`src/rtl/apb_gpio_bank.sv`:
```
// ---------------------------------------------------------------------------
// apb_gpio_bank
// Parametrised APB slave GPIO bank. Provides per-pin output data and
// direction, atomic set/clear of the output register, synchronised inputs,
// and edge-triggered interrupts with write-1-to-clear status. Reads can be
// stretched by a fixed number of wait states; writes always complete at once.
//
// Parameters
//   WIDTH        pin count (1..32), registers zero-extended on PRDATA
//   SYNC_STAGES  input synchroniser depth (2..4)
//   READ_WAIT    PREADY-low cycles inserted on reads (0..3)
//
// Ports
//   PCLK, PRESETn                  bus clock, asynchronous active-low reset
//   PSEL, PENABLE, PWRITE          APB control
//   PADDR[3:0]                     register word index
//   PWDATA[31:0], PRDATA[31:0]     write / read data
//   PREADY, PSLVERR                transfer complete, error flag
//   gpio_i[WIDTH]                  asynchronous pad inputs
//   gpio_o[WIDTH], gpio_oe[WIDTH]  pad output values and output enables
//   irq                            registered level interrupt
//
// Register map: 0 DOUT, 1 DIR, 2 DIN (RO), 3 IRQ_EN, 4 IRQ_POL (1=rising),
//               5 IRQ_STAT (W1C), 6 DOUT_SET (WO), 7 DOUT_CLR (WO)
// ---------------------------------------------------------------------------
module apb_gpio_bank #(
    parameter int WIDTH       = 8,
    parameter int SYNC_STAGES = 2,
    parameter int READ_WAIT   = 0
) (
    input  logic             PCLK,
    input  logic             PRESETn,
    input  logic             PSEL,
    input  logic             PENABLE,
    input  logic             PWRITE,
    input  logic [3:0]       PADDR,
    input  logic [31:0]      PWDATA,
    output logic [31:0]      PRDATA,
    output logic             PREADY,
    output logic             PSLVERR,
    input  logic [WIDTH-1:0] gpio_i,
    output logic [WIDTH-1:0] gpio_o,
    output logic [WIDTH-1:0] gpio_oe,
    output logic             irq
);

    // SETUP holds while the bus is selected and waiting for PENABLE; the
    // cycle in which SETUP sees PENABLE is the access phase.
    typedef enum logic [1:0] {
        ST_IDLE  = 2'd0,
        ST_SETUP = 2'd1,
        ST_WAIT  = 2'd2
    } bus_state_t;

    // The first stalled cycle is the access cycle itself, so the counter
    // loads one less than the requested number of wait states.
    localparam logic [1:0] WAIT_INIT = (READ_WAIT > 0) ? 2'(READ_WAIT - 1) : 2'd0;

    bus_state_t       state_r, state_s;
    logic [1:0]       wait_cnt_r, wait_cnt_s;
    logic             access_s, read_stall_s, pready_s;
    logic             addr_err_s, wr_err_s, commit_s;
    logic [WIDTH-1:0] wdata_s, w1c_s, rd_data_s;
    logic [WIDTH-1:0] dout_r, dir_r, irq_en_r, irq_pol_r, irq_stat_r, prev_r;
    logic [WIDTH-1:0] sync_r [SYNC_STAGES];
    logic [WIDTH-1:0] din_s, rise_s, fall_s, evt_s;
    logic             irq_r;
    logic             unused_pwdata_s;

    assign wdata_s         = PWDATA[WIDTH-1:0];
    assign unused_pwdata_s = ^PWDATA;
    assign din_s           = sync_r[SYNC_STAGES-1];

    assign access_s     = PSEL & PENABLE & ((state_r == ST_SETUP) | (state_r == ST_WAIT));
    assign read_stall_s = access_s & ~PWRITE & (state_r == ST_SETUP) & (READ_WAIT > 0);
    assign addr_err_s   = PADDR[3];
    assign wr_err_s     = PWRITE & (PADDR == 4'd2);
    assign commit_s     = access_s & PWRITE & pready_s & ~addr_err_s & ~wr_err_s;
    assign w1c_s        = (commit_s && (PADDR == 4'd5)) ? wdata_s : {WIDTH{1'b0}};

    assign rise_s = din_s & ~prev_r;
    assign fall_s = ~din_s & prev_r;
    assign evt_s  = (irq_pol_r & rise_s) | (~irq_pol_r & fall_s);

    assign PREADY  = pready_s;
    assign PSLVERR = access_s & pready_s & (addr_err_s | wr_err_s);
    assign gpio_o  = dout_r;
    assign gpio_oe = dir_r;
    assign irq     = irq_r;

    // PREADY: low while stalling a read, including the first access cycle.
    always_comb begin
        pready_s = 1'b1;
        if (state_r == ST_WAIT) begin
            pready_s = (wait_cnt_r == 2'd0);
        end else if (read_stall_s) begin
            pready_s = 1'b0;
        end else begin
            pready_s = 1'b1;
        end
    end

    // Bus FSM next-state and wait counter.
    always_comb begin
        state_s    = state_r;
        wait_cnt_s = wait_cnt_r;
        case (state_r)
            ST_IDLE: begin
                if (PSEL && !PENABLE) begin
                    state_s = ST_SETUP;
                end else begin
                    state_s = ST_IDLE;
                end
            end
            ST_SETUP: begin
                if (!PSEL) begin
                    state_s = ST_IDLE;
                end else if (read_stall_s) begin
                    state_s    = ST_WAIT;
                    wait_cnt_s = WAIT_INIT;
                end else begin
                    state_s = ST_SETUP;
                end
            end
            ST_WAIT: begin
                if (!PSEL) begin
                    state_s = ST_IDLE;
                end else if (wait_cnt_r == 2'd0) begin
                    state_s = ST_SETUP;
                end else begin
                    wait_cnt_s = wait_cnt_r - 2'd1;
                end
            end
            default: begin
                state_s    = ST_IDLE;
                wait_cnt_s = 2'd0;
            end
        endcase
    end

    // Bus FSM state register.
    always_ff @(posedge PCLK or negedge PRESETn) begin
        if (!PRESETn) begin
            state_r    <= ST_IDLE;
            wait_cnt_r <= 2'd0;
        end else begin
            state_r    <= state_s;
            wait_cnt_r <= wait_cnt_s;
        end
    end

    // Read data mux; write-only and unmapped indices read as zero.
    always_comb begin
        rd_data_s = {WIDTH{1'b0}};
        case (PADDR)
            4'd0:    rd_data_s = dout_r;
            4'd1:    rd_data_s = dir_r;
            4'd2:    rd_data_s = din_s;
            4'd3:    rd_data_s = irq_en_r;
            4'd4:    rd_data_s = irq_pol_r;
            4'd5:    rd_data_s = irq_stat_r;
            default: rd_data_s = {WIDTH{1'b0}};
        endcase
    end

    // PRDATA is only driven during the access phase.
    always_comb begin
        PRDATA = 32'd0;
        if (access_s) begin
            PRDATA = 32'(rd_data_s);
        end else begin
            PRDATA = 32'd0;
        end
    end

    // Control registers written on a committed APB write.
    always_ff @(posedge PCLK or negedge PRESETn) begin
        if (!PRESETn) begin
            dout_r    <= {WIDTH{1'b0}};
            dir_r     <= {WIDTH{1'b0}};
            irq_en_r  <= {WIDTH{1'b0}};
            irq_pol_r <= {WIDTH{1'b0}};
        end else if (commit_s) begin
            case (PADDR)
                4'd0:    dout_r    <= wdata_s;
                4'd1:    dir_r     <= wdata_s;
                4'd3:    irq_en_r  <= wdata_s;
                4'd4:    irq_pol_r <= wdata_s;
                4'd6:    dout_r    <= dout_r | wdata_s;
                4'd7:    dout_r    <= dout_r & ~wdata_s;
                default: dout_r    <= dout_r;
            endcase
        end
    end

    // Input synchroniser chain; DIN is the last stage.
    always_ff @(posedge PCLK or negedge PRESETn) begin
        if (!PRESETn) begin
            for (int i = 0; i < SYNC_STAGES; i++) begin
                sync_r[i] <= {WIDTH{1'b0}};
            end
        end else begin
            sync_r[0] <= gpio_i;
            for (int i = 1; i < SYNC_STAGES; i++) begin
                sync_r[i] <= sync_r[i-1];
            end
        end
    end

    // Edge history, sticky status (a new event beats a same-cycle clear)
    // and the registered interrupt line.
    always_ff @(posedge PCLK or negedge PRESETn) begin
        if (!PRESETn) begin
            prev_r     <= {WIDTH{1'b0}};
            irq_stat_r <= {WIDTH{1'b0}};
            irq_r      <= 1'b0;
        end else begin
            prev_r     <= din_s;
            irq_stat_r <= (irq_stat_r & ~w1c_s) | evt_s;
            irq_r      <= |(irq_stat_r & irq_en_r);
        end
    end

endmodule

```
`config.mk`:
```
export PLATFORM = sky130hd
export DESIGN_NAME = apb_gpio_bank
export DESIGN_NICKNAME = d
export VERILOG_FILES = /design/src/rtl/apb_gpio_bank.sv
export SDC_FILE = /design/constraint.sdc
export NUM_CORES = 1
export LEC_CHECK = 0
export ABC_AREA = 1
export CORE_ASPECT_RATIO = 1.25
export CORE_MARGIN = 1
export CORE_UTILIZATION = 51
export DETAILED_ROUTE_END_ITERATION = 6
export PLACE_DENSITY = 0.85
export RECOVER_POWER = 25
export SETUP_SLACK_MARGIN = 0.1
export SKIP_LAST_GASP = 1
export SLEW_MARGIN = 20
export SYNTH_ARGS = -nofsm -noshare
export SYNTH_HDL_FRONTEND = slang
export SYNTH_SLANG_ARGS = --single-unit
export TNS_END_PERCENT = 1
```
`constraint.sdc`:
```
create_clock -name PCLK -period 2.99 [get_ports PCLK]
set_input_delay 0.299 -clock PCLK [delete_from_list [all_inputs] [get_ports PCLK]]
set_output_delay 0.299 -clock PCLK [all_outputs]
set_load 0.05 [all_outputs]
```
==> impl_metrics.json <==
{
  "outcome": "finished clean",
  "netSwitchingFraction_pct": 30.3,
  "cts.sinks": 66,
  "period_needed_ns": 2.40,
  "core-area_mm2": 0.00652,
  "die_h_um": 93.6,
  "pwr-share-clk_pct": 34.4,
  "crit_type": "in2out",
  "worst-path-max-fanout": 29,
  "cpPeakStageDelay_ns": 0.49,
  "p_leak_nw": 2.06,
  "cts_buffer_depth": 2,
  "cp.arrival_ns": 2.10,
  "worstSkewPairLatency_ns": 0.34,
  "pwr-share-seq_pct": 48.4,
  "vias": 3221,
  "dp_hpwl_um": 5810,
  "dpl-instance-area_mm2": 0.00403,
  "min_to": "din_s[7]$_DFF_PN0_",
  "start_util_pct": 52.4,
  "cp_slowest_cell": "clkdlybuf4s50_1",
  "synth-warning-count": 0,
  "worstPathRequired_ns": 2.69,
  "grt_pass1_wl_um": 13700,
  "path_cells": "clkdlybuf4s50_1, nor2_2, buf_12, nand3_1, o21ai_0, inv_1, a21oi_1, buf_12",
  "cts_buffers": 9,
  "ys_seq_area_share_pct": 48.3,
  "synth_top_area_share_pct": 48.3,
  "p_switching_mw": 0.606,
  "postCtsSetupBuffers": 0,
  "met1_length_um": 3380,
  "area_growth_pct": 23.5,
  "first_global_vias": 2956,
  "wl_met3_um": 651,
  "worst_r2r_endpoint": "irq_pol_r[4]$_DFFE_PN0P_",
  "critical_path.most_common_cell": "buf_12",
  "synth.distinct_cells": 21,
  "slew_violations": 0,
  "grt_use_total_pct": 26.5,
  "grt_max_degree": 50,
  "fin_nets": 550,
  "p_per_area_mw_per_mm2": 474,
  "yosys.area.top_type": "dfrtp_1",
  "setup_tns_ns": 0,
  "drv_cap": 0,
  "clock_skew_ns": 0.00942,
  "ir_drop_mv": 0.299,
  "reg2reg_from": "state_r[0]$_DFF_PN0_",
  "top_layer_used": "met4",
  "reg2regPathDepth": 7,
  "tightestPinTransition_ns": 0.896,
  "cts_tree": "done",
  "critPathCaptureType": "output port",
  "cts_root_buf": "clkbuf_8",
  "comb_power_share_pct": 17.3,
  "synth.cell_area_mm2": 0.00342,
  "path_clk_slew_ns": 0.06,
  "reg2reg_slack_ns": 1.38,
  "fillerInstances": 573,
  "start_kind": "primary input",
  "synth_edf_count": 0,
  "viasPerCell": 5.43,
  "io_pins": 100,
  "hold_path.class": "reg2reg",
  "yosysMostFrequentCell": "nand2_1",
  "finalCoreUtilization_pct": 64.7,
  "antenna_cells": 0,
  "die_w_um": 75.3,
  "max_slew_margin_pct": 40.3,
  "ys_ff_latch": 66,
  "gp_congestion": 0.857,
  "grt.overflow.total": 0,
  "wire_per_inst_um": 14.5,
  "final-setup-viol-count": 0,
  "synthCells": 443,
  "startpoint": "PADDR[3]",
  "synth_common_cells": "174 x nand2_1, 66 x dfrtp_1, 49 x nand3_1, 29 x inv_1, 28 x buf_4",
  "ys.flop_type": "dfrtp_1",
  "postSynth.asyncResetShare_pct": 100,
  "min_path_cells": 0,
  "p_int_mw": 1.40,
  "hold_violations": 0,
  "remaining_drc_errors": 0,
  "first_iter_violations": 351,
  "layout-drive-gt1-share_pct": 9.29,
  "fin_crit_sh_pct": 80.3,
  "drt_pre_antenna_iters": 5,
  "wl_met2_um": 4280,
  "rows": 33,
  "h-tree-depth": 3,
  "holdCritStartpoint": "sync_r[15]$_DFF_PN0_",
  "final_area_mm2": 0.00422,
  "fmax_mhz": 416,
  "rsz0062_at_grt": "false",
  "die_area_mm2": 0.00704,
  "routed_wl_um": 8620,
  "synth_area_leaders": "dfrtp_1 48%, nand2_1 19%, nand3_1 7.2%",
  "route.antenna.remaining_nets": 0,
  "grt_antenna_before_repair": 0,
  "portBuffers": 50,
  "syn_avg_cell_area_um2": 7.72
}
-- cells by family after synthesis --
kind of cell | count (synthesis) | synth area share [%]
AO/OA/AOI/OAI | 35 | 6.04
buffers and inverters | 68 | 10.8
AND/OR/NAND/NOR | 272 | 34.7
other | 2 | 0.220
flip-flops | 66 | 48.3
-- layout make-up --
class | instances | area, µm² | share of cell area, %
repair buffers | 60 | 674 | 16.0
well taps | 87 | 109 | 2.58
clock buffers | 14 | 173 | 4.09
flip-flops and latches | 66 | 1650 | 39.1
clock inverters | 2 | 10.0 | 0.237
inverters | 32 | 120 | 2.84
multi-input cells | 332 | 1490 | 35.2
-- placed cells by master (no fill, tap or decap), drive strengths merged --
| master | netlist | layout |
|---|---|---|
| nand2 | 174 | 174 |
| dfrtp | 66 | 66 |
| nand3 | 52 | 52 |
| clkdlybuf4s50 | 0 | 32 |
| inv | 31 | 31 |
| nor2 | 31 | 31 |
| conb | 2 | 25 |
| buf | 35 | 18 |
| nand4 | 15 | 15 |
| clkbuf | 1 | 15 |
| o21ai | 14 | 14 |
| a21oi | 10 | 10 |
| dlygate4sd3 | 0 | 9 |
| o211ai | 7 | 7 |
| a22o | 3 | 3 |
| clkinv | 1 | 3 |
| a21boi | 1 | 1 |
-- sequential cells by signal, indices dropped and copies added, names as in the netlist, 8 cells and up --
| name | flops |
|---|---|
| din_s | 8 |
| gpio_o | 8 |
| gpio_oe | 8 |
| irq_en_r | 8 |
| irq_pol_r | 8 |
| irq_stat_r | 8 |
| prev_r | 8 |
| sync_r | 8 |
-- critical path, delay by kind of cell --
family | cells | cell delay, ns
AO/OA/AOI/OAI | 2 | 0.38
buffers and inverters | 4 | 0.98
AND/OR/NAND/NOR | 2 | 0.42
-- repair_timing --
action	in CTS	in global routing
hold endpoints to repair	17	0
resized for setup	0	0
hold buffers	1	0
-- power groups by stage --
stage	combinational [mW]	sequential, mW	clock, mW
6_report	0.346	0.969	0.689
5_1_grt	0.371	0.973	0.738
4_1_cts	0.346	0.969	0.699
3_5_place_dp	0.344	0.985	0
3_3_place_gp	0.339	0.982	0
2_1_floorplan	0.184	1.03	0
-- worst max-delay path by stage --
| stage | slack (ns) | cells after the start | endpoint |
|---|---|---|---|
| floorplan | 0.95 | 8 | PRDATA[2] |
| global placement | 0.65 | 8 | PRDATA[6] |
| detailed placement | 0.63 | 7 | PRDATA[3] |
| CTS | 0.62 | 8 | PRDATA[4] |
| global route | 0.48 | 8 | PRDATA[6] |
| finish | 0.59 | 8 | PRDATA[4] |
-- per-stage QoR --
stage	power (mW)	hold slack, ns	worst slack, ns	instances
2_1_floorplan	1.22	0.00341	0.945	466
5_1_grt	2.08	0.357	0.475	593
6_report	2.00	0.350	0.588	593
3_5_place_dp	1.33	0.243	0.631	576
4_1_cts	2.01	0.353	0.619	593
3_3_place_gp	1.32	0.235	0.648	576
-- routing by layer --
metal | vias up | track usage, %
met5 | - | 0
met4 | 0 | 13.9
met3 | 31 | 5.17
met2 | 184 | 42.7
met1 | 1512 | 33.3
li1 | 1494 | -
Note: power is estimated with default switching activity, not from simulation.
